<file path="src/rtl/booth_pp_gen_pkg.sv">
// Shared definitions for the Booth partial-product generator.
// Holds the geometry constants, the decoded Booth operation type with its
// group decoder, and the column-major index helper used by the transpose.
package booth_pp_gen_pkg;

  localparam int NPP   = 17;  // radix-4 groups for a 34-bit extended multiplier
  localparam int PW    = 64;  // product width and column count
  localparam int COL_W = 17;  // bits per column bundle (one per partial product)
  localparam int XW    = 34;  // operand width after signed/unsigned extension

  // Multiple of x_e selected by one Booth group.
  typedef enum logic [2:0] {
    OP_ZERO = 3'd0,
    OP_PX   = 3'd1,
    OP_P2X  = 3'd2,
    OP_MX   = 3'd3,
    OP_M2X  = 3'd4
  } booth_op_t;

  // Group is {y[2k+1], y[2k], y[2k-1]}.
  function automatic booth_op_t booth_decode(input logic [2:0] grp);
    booth_op_t op;
    case (grp)
      3'b001, 3'b010: op = OP_PX;
      3'b011:         op = OP_P2X;
      3'b100:         op = OP_M2X;
      3'b101, 3'b110: op = OP_MX;
      default:        op = OP_ZERO;  // 000 and 111
    endcase
    return op;
  endfunction

  // Flat bit position of bit j of partial product k in the column-major bus.
  function automatic int col_idx(input int j, input int k);
    return COL_W * j + k;
  endfunction

endpackage

</file>
<file path="src/rtl/booth_sel.sv">
// One Booth row selector.
// Decodes a 3-bit multiplier group and produces the selected multiple of x_e,
// sign-extended to the product width, bit-inverted when the multiple is
// negative, and shifted left by SHIFT.
// Ports:
//   grp   - Booth group {y[2k+1], y[2k], y[2k-1]}
//   x_e   - 34-bit extended multiplicand
//   row   - pre-shifted partial product (ones' complement form when neg=1)
//   neg   - row is inverted and needs +1 at bit SHIFT
module booth_sel import booth_pp_gen_pkg::*; #(
  parameter int SHIFT = 0
) (
  input  logic [2:0]    grp,
  input  logic [XW-1:0] x_e,
  output logic [PW-1:0] row,
  output logic          neg
);

  booth_op_t     op;
  logic [PW-1:0] x_w;
  logic [PW-1:0] mag;
  logic [PW-1:0] row_pre;

  always_comb begin
    op      = booth_decode(grp);
    x_w     = {{(PW - XW){x_e[XW-1]}}, x_e};
    mag     = '0;
    neg     = 1'b0;
    case (op)
      OP_PX:   mag = x_w;
      OP_P2X:  mag = x_w << 1;
      OP_MX: begin
        mag = x_w;
        neg = 1'b1;
      end
      OP_M2X: begin
        mag = x_w << 1;
        neg = 1'b1;
      end
      default: mag = '0;
    endcase
    // Inverting before the shift leaves zeros below SHIFT, so the +1 carried
    // by neg lands exactly at bit SHIFT and completes the two's complement.
    row_pre = neg ? ~mag : mag;
    row     = row_pre << SHIFT;
  end

endmodule

</file>
<file path="src/rtl/booth_pp_gen.sv">
// Booth partial-product generator, producer side of the multiplier.
// S1 registers the request; S2 registers the 17 Booth rows transposed into
// 64 column bundles of 17 bits plus the per-row negate bits.
// Ports:
//   clk, resetn          - clock, asynchronous active-low reset
//   in_valid/in_ready    - request handshake; is_signed, x, y are the request
//   cancel               - flushes every in-flight request
//   out_valid/out_ready  - column data handshake
//   pp_cols              - pp_cols[17*j+k] is bit j of partial product k
//   neg                  - neg[k]: row k is inverted, add 1 at bit 2k
//
// Handshake: a transfer happens on a clock edge where valid && ready are both
// high; valid never depends on ready, and the producer holds its data stable
// while valid is high and ready is low.
module booth_pp_gen import booth_pp_gen_pkg::*; (
  input  logic                  clk,
  input  logic                  resetn,
  input  logic                  in_valid,
  output logic                  in_ready,
  input  logic                  is_signed,
  input  logic [31:0]           x,
  input  logic [31:0]           y,
  input  logic                  cancel,
  output logic                  out_valid,
  input  logic                  out_ready,
  output logic [PW*COL_W-1:0]   pp_cols,
  output logic [NPP-1:0]        neg
);

  logic resetn_seen;
  logic s1_valid;
  logic s2_valid;
  logic s1_adv;
  logic in_fire;
  logic s2_load;

  logic        s1_signed;
  logic [31:0] s1_x;
  logic [31:0] s1_y;

  logic [XW-1:0]      x_e;
  logic [XW-1:0]      y_e;
  logic [XW:0]        y_grp;   // y_e with the implicit y_e[-1]=0 appended
  logic [PW-1:0]      rows [NPP];
  logic [NPP-1:0]     neg_d;
  logic [PW*COL_W-1:0] cols_d;

  assign s1_adv    = !s2_valid || out_ready;
  assign in_ready  = resetn_seen && !cancel && (!s1_valid || s1_adv);
  assign in_fire   = in_valid && in_ready;
  assign s2_load   = s1_valid && s1_adv && !cancel;
  assign out_valid = s2_valid;

  always_ff @(posedge clk or negedge resetn) begin
    if (!resetn) begin
      resetn_seen <= 1'b0;
      s1_valid    <= 1'b0;
      s2_valid    <= 1'b0;
    end else begin
      resetn_seen <= 1'b1;
      if (cancel) begin
        s1_valid <= 1'b0;
        s2_valid <= 1'b0;
      end else begin
        if (in_fire)     s1_valid <= 1'b1;
        else if (s1_adv) s1_valid <= 1'b0;
        if (s2_load)        s2_valid <= 1'b1;
        else if (out_ready) s2_valid <= 1'b0;
      end
    end
  end

  // Data registers keep their contents on cancel; only the valid flags clear.
  always_ff @(posedge clk or negedge resetn) begin
    if (!resetn) begin
      s1_signed <= 1'b0;
      s1_x      <= '0;
      s1_y      <= '0;
      pp_cols   <= '0;
      neg       <= '0;
    end else begin
      if (in_fire) begin
        s1_signed <= is_signed;
        s1_x      <= x;
        s1_y      <= y;
      end
      if (s2_load) begin
        pp_cols <= cols_d;
        neg     <= neg_d;
      end
    end
  end

  assign x_e   = {{2{s1_signed & s1_x[31]}}, s1_x};
  assign y_e   = {{2{s1_signed & s1_y[31]}}, s1_y};
  assign y_grp = {y_e, 1'b0};

  for (genvar k = 0; k < NPP; k++) begin : g_row
    booth_sel #(.SHIFT(2 * k)) u_sel (
      .grp (y_grp[2*k+2 -: 3]),
      .x_e (x_e),
      .row (rows[k]),
      .neg (neg_d[k])
    );
  end

  for (genvar j = 0; j < PW; j++) begin : g_col
    for (genvar k = 0; k < NPP; k++) begin : g_bit
      assign cols_d[col_idx(j, k)] = rows[k][j];
    end
  end

endmodule

</file>
<file path="config.mk">
export PLATFORM = sky130hd
export DESIGN_NAME = booth_pp_gen
export DESIGN_NICKNAME = d
export VERILOG_FILES = /design/src/rtl/booth_pp_gen_pkg.sv /design/src/rtl/booth_sel.sv /design/src/rtl/booth_pp_gen.sv
export SDC_FILE = /design/constraint.sdc
export NUM_CORES = 2
export LEC_CHECK = 0
export BUFFER_PORTS_ARGS = -buffer_cell sky130_fd_sc_hd__buf_4
export CAP_MARGIN = 20
export CORE_AREA = 8 8 456 458
export DETAILED_ROUTE_END_ITERATION = 10
export DIE_AREA = 0 0 464 466
export SLEW_MARGIN = 30
export SYNTH_ARGS = -nofsm -noshare
export SYNTH_HDL_FRONTEND = slang
export SYNTH_SLANG_ARGS = --single-unit
</file>
<file path="constraint.sdc">
create_clock -name clk -period 3.8 [get_ports clk]
set_input_delay 0.76 -clock clk [delete_from_list [all_inputs] [get_ports clk]]
set_output_delay 0.76 -clock clk [all_outputs]
set_load 0.01 [all_outputs]
</file>
# Yosys cells after proc, flatten, opt, wreduce, memory -nomap -nowiden
# Index checks and enable logic that the tools add are counted.
# totals
register_bits,901
input_bits,70
out_inout_bits,1107
elab_cells,363
# op_classes
eq_ne,167
mux,74
bitwise,19
n_reduce_logical,95
# op_table
op,n
$eq A3 B2 Y1 const B,66
$eq A3 B3 Y1 const B,65
$pmux W3 S4,16
$reduce_or A2 Y1,83
$pmux W64 S2,1
$pmux W62 S2,1
$pmux W60 S2,1
$pmux W58 S2,1
$pmux W56 S2,1
$pmux W54 S2,1
$pmux W52 S2,1
$pmux W50 S2,1
$eq A3 B1 Y1 const B,33
$pmux W48 S2,1
$pmux W46 S2,1
$pmux W44 S2,1
$pmux W42 S2,1
$pmux W40 S2,1
$pmux W38 S2,1
$pmux W36 S2,1
$pmux W34 S2,1
$mux W64,1
$not A64 Y64,1
$pmux W32 S2,1
other kinds (41),73

# Logic depth before layout (Yosys ltp)
# depth
ltp_word,9
depth_mapped,7

# Cells and area by module
# A second synthesis with hierarchy kept.
# unflattened
cells_unflattened,5214
hier_area_um2,68461.9
# by_module_without_submodules
mod,instances,cells_each,area_per_inst_um2,seq_area_each_um2
booth_pp_gen,1,2487,43593.1,29353.2
booth_sel at g_row[10].u_sel ...,14,161,1466.4,0.0
booth_sel at g_row[0].u_sel,1,160,1462.7,0.0
booth_sel at g_row[15].u_sel,1,159,1460.2,0.0
booth_sel at g_row[16].u_sel,1,154,1416.4,0.0

# Least setup slack after synthesis
# Ideal clock, no wire load.
# synth_timing
path_kind,input-to-output
startpoint,in out_ready
endpoint,out in_ready
t_arrival_ns,1.585
required_time_ns,3.040
slack_ns,1.455
stages,5
path_buffers,3
cell_sequence,nor2b_1 buf_6 buf_4 clkbuf_1 a21oi_1
# synth_between
elab_chain_len,3
# synth_rtl
element,line_no,rtl
"start, declared",booth_pp_gen.sv:25,"input logic out_ready,"
$logic_or A1 B1 Y1,booth_pp_gen.sv:48,assign s1_adv = !s2_valid || out_ready;
$logic_or A1 B1 Y1,booth_pp_gen.sv:49,assign in_ready = resetn_seen && !cancel && (!s1_valid || s1_adv);
$logic_and A1 B1 Y1,booth_pp_gen.sv:49,
"end, declared",booth_pp_gen.sv:19,"output logic in_ready,"
# Every way passes these cells.

==> out/qor.csv <==
metric;value;unit
status;completed;
min cycle time layout;2.675;ns
Non-Filler Instances;7829;
vias per inst;5.010;
Final Hold Viols;0;
worst vdd ir;397.8;uV
GRT Total Usage;0.2110;
CTS resizes;0;
Power Total;0.03909;W
# H-tree levels;3;
RD Place Congestion;0.8030;
CP Data Required Time;3.04;ns
# hold bufs at CTS;0;
Critical path buffers and inverters;1;
grt met3 use;0.04772;
combinational share of power;0.439;
Syn-to-layout area delta;22.29;%
Final Max Tran Viols;0;
top_reg_cell synth;dfrtp_1;
total wire length;242600;um
layout cells sized above 1;0.2610;
TritonCTS Buffers;84;
Iter 0 DRT Violations;4393;
mux contribution to synthesized area;0.1314;
placeable core area;200900;sq um
TritonCTS clock tree;yes;
Wirelength per Cell;30.99;um
fmax;373.9;MHz
Initial Util;0.2166;
dpl ws;0.9792;ns
CP Cell Sequence;buf_4;
register area share after synthesis;0.3802;
skew final;0.05991;ns
Leak;23.90;nW
worst-skew pair later-pin latency;0.74;ns
Pwr Density;734.7;nW/um^2
most used routing layer;met2;
EDFF count, synth;0;
Crit Path Max Fanout;26;
Arr. time, crit path;1.91;ns
WS Path Type;reg2out;
headroom to the max-slew limit;0.2260;
post-synthesis xor/xnor area fraction;0.1001;
Clock power frac;0.213;
Via Count;39220;
Initial DRT Pass Iterations;6;
Internal;0.02142;W
drc violations;0;
Synth Cell Area;43510;sq um
Reg clk slew, reported paths;0.06;ns
Max-cap violations;0;
compound-gate portion of the synthesized area;0.1686;
Synth Area in Simple Gates;0.06166;
Worst Max-Slew Pin Slew;1.161;ns
Tcrit/Tclk final;0.7039;
met1 Use GR;0.2702;
synth warn;0;
CTS root buf;clkbuf_16;
Critical-path top delay cell;dfrtp_1;
HPWL after DPL;165900;um
crit start category;register;
Net Sw Power;0.01767;W
largest family of logic cells by synthesized area;compound AO/OA/AOI/OAI gates;
Net Sw Frac;0.4521;
GR Util met2;0.3366;
CP delay by family, top;flip-flops;
post-synthesis adder-cell area fraction;0;
Setup Buffers After CTS;0;
ANT nets after route;0;
gr ovfl total;0;
CP peak stage delay;0.93;ns
pin count of the biggest net entering global routing;175;
first-pass GRT wire length;326800;um
Post-synth ARST share;1.000;
Synth cell types;40;
Sink Count;661;
type of the most critical hold path;in2async;
Rows;165;
Seq cells post-synth;661;
I/O Pins;1177;
die area;216200;sq um
setup violators final;0;
IO buf count;904;
Die X;464;um
Syn Inst Count;4756;
setup ws final;1.125;ns
CTS max path bufs;3;
vias in the first global route;38950;
post-placement cell count;7665;
syn avg cell area;9.147;sq um
RSZ-0062 raised after global routing;no;
Worst setup EP type;output pin;
Layout Nets;5151;
setup_tns;0;ns
initial antenna violation count;23;
Die Span Y;466;um
sequential share of power;0.348;
## power groups by stage
stage | Combinational (W) | Sequential [W] | Clock, W
after CTS | 0.0172 | 0.0136 | 0.00843
after detailed placement | 0.0172 | 0.0137 | 0
after global routing | 0.0185 | 0.0138 | 0.00867
after global placement | 0.0164 | 0.0141 | 0
after floorplan | 0.00953 | 0.0117 | 0
final | 0.0172 | 0.0136 | 0.00831
## layout by cell type, fill, tap and decap left out, types with 15 or more instances in the layout
master,n
a21oi_1,494
a22oi_1,31
a31oi_1,480
buf_12,34
buf_4,1030
clkbuf_1,21
clkbuf_16,84
clkbuf_8,17
conb_1,273
dfrtp_1,609
dfrtp_4,47
inv_1,17
mux2_1,39
mux2_2,27
mux2i_1,497
nand2_1,528
nand2b_1,15
nor2_1,18
o21ai_0,195
o2bb2ai_1,26
o31ai_1,18
xor2_1,482
xor2_4,15
## layer usage
metal | share of wire | wire, um
met2 | 0.46 | 110500
met3 | 0.087 | 21010
met4 | 0.051 | 12340
met1 | 0.41 | 98720
met5 | 0.00021 | 51
## through the flow
step             util  area (sq um)  hold slack [ns]
5_1_grt        0.2647         53170          0.07370
3_5_place_dp   0.2507         50370           0.4847
3_3_place_gp   0.2491         50040           0.4843
6_report       0.2649         53200          0.08596
2_1_floorplan       -         44520           0.4644
4_1_cts        0.2646         53140          0.04417
## logic make-up after synthesis
family          after synthesis
compound gates             1278
buf+inv                    1125
flops                       661
simple gates                630
mux                         563
xor+xnor                    497
other cells                   2
## sequential cells by signal, summed over array words and instances (netlist names)
name,cells
s1_x,32
s1_signed,1
resetn_seen,1
neg,17
out_valid,1
pp_cols,576
s1_valid,1
s1_y,32
## path summary, 6_finish.rpt
kind | slack [ns] | from | depth (start not counted) | end
worst max register to register | 1.23 | s1_y[21] | 4 | pp_cols[708]
max in group asynchronous | 2.52 | resetn | 2 | s1_x[9]
min in group clk | 0.20 | cancel | 2 | out_valid
worst min register to register | 0.50 | neg[16] | 1 | neg[16]
worst min-delay path | 0.09 | resetn | 1 | neg[10]
worst max-delay path | 1.13 | pp_cols[1074] | 1 | pp_cols[921]
## cell type report
class / count / area (sq um)
timing repair buffer: 1076 / 8702
clock buffer: 122 / 2415
antenna: 11 / 27.53
clock inverter: 29 / 361.6
tap: 2672 / 3343
sequential: 661 / 16720
inverter: 17 / 63.81
fill: 21250 / 147700
multi-input combinational: 3241 / 21570
## cell usage after synthesis, types with 13 or more instances
library cell  count  area share
o2bb2ai_1        26      0.0052
or3_1            13      0.0019
a211oi_1         13      0.0022
mux2i_1         497        0.11
clkbuf_1        214       0.018
a31oi_1         480       0.069
nor2_1           18      0.0016
a22o_1           13      0.0026
xor2_1          497        0.10
and3b_1          15      0.0030
buf_1            20      0.0017
buf_4           531       0.092
buf_2           301       0.035
a21oi_1         494       0.057
nand2b_1         17      0.0024
o31ai_1          18      0.0031
o21ai_0         195       0.022
buf_6            36      0.0093
mux2_1           39       0.010
nand2_1         529       0.046
mux2_2           27      0.0070
a22oi_1          31      0.0053
nand3_1          13      0.0015
inv_1            17      0.0015
dfrtp_1         661        0.38
Note: power is estimated with default switching activity, not from simulation.
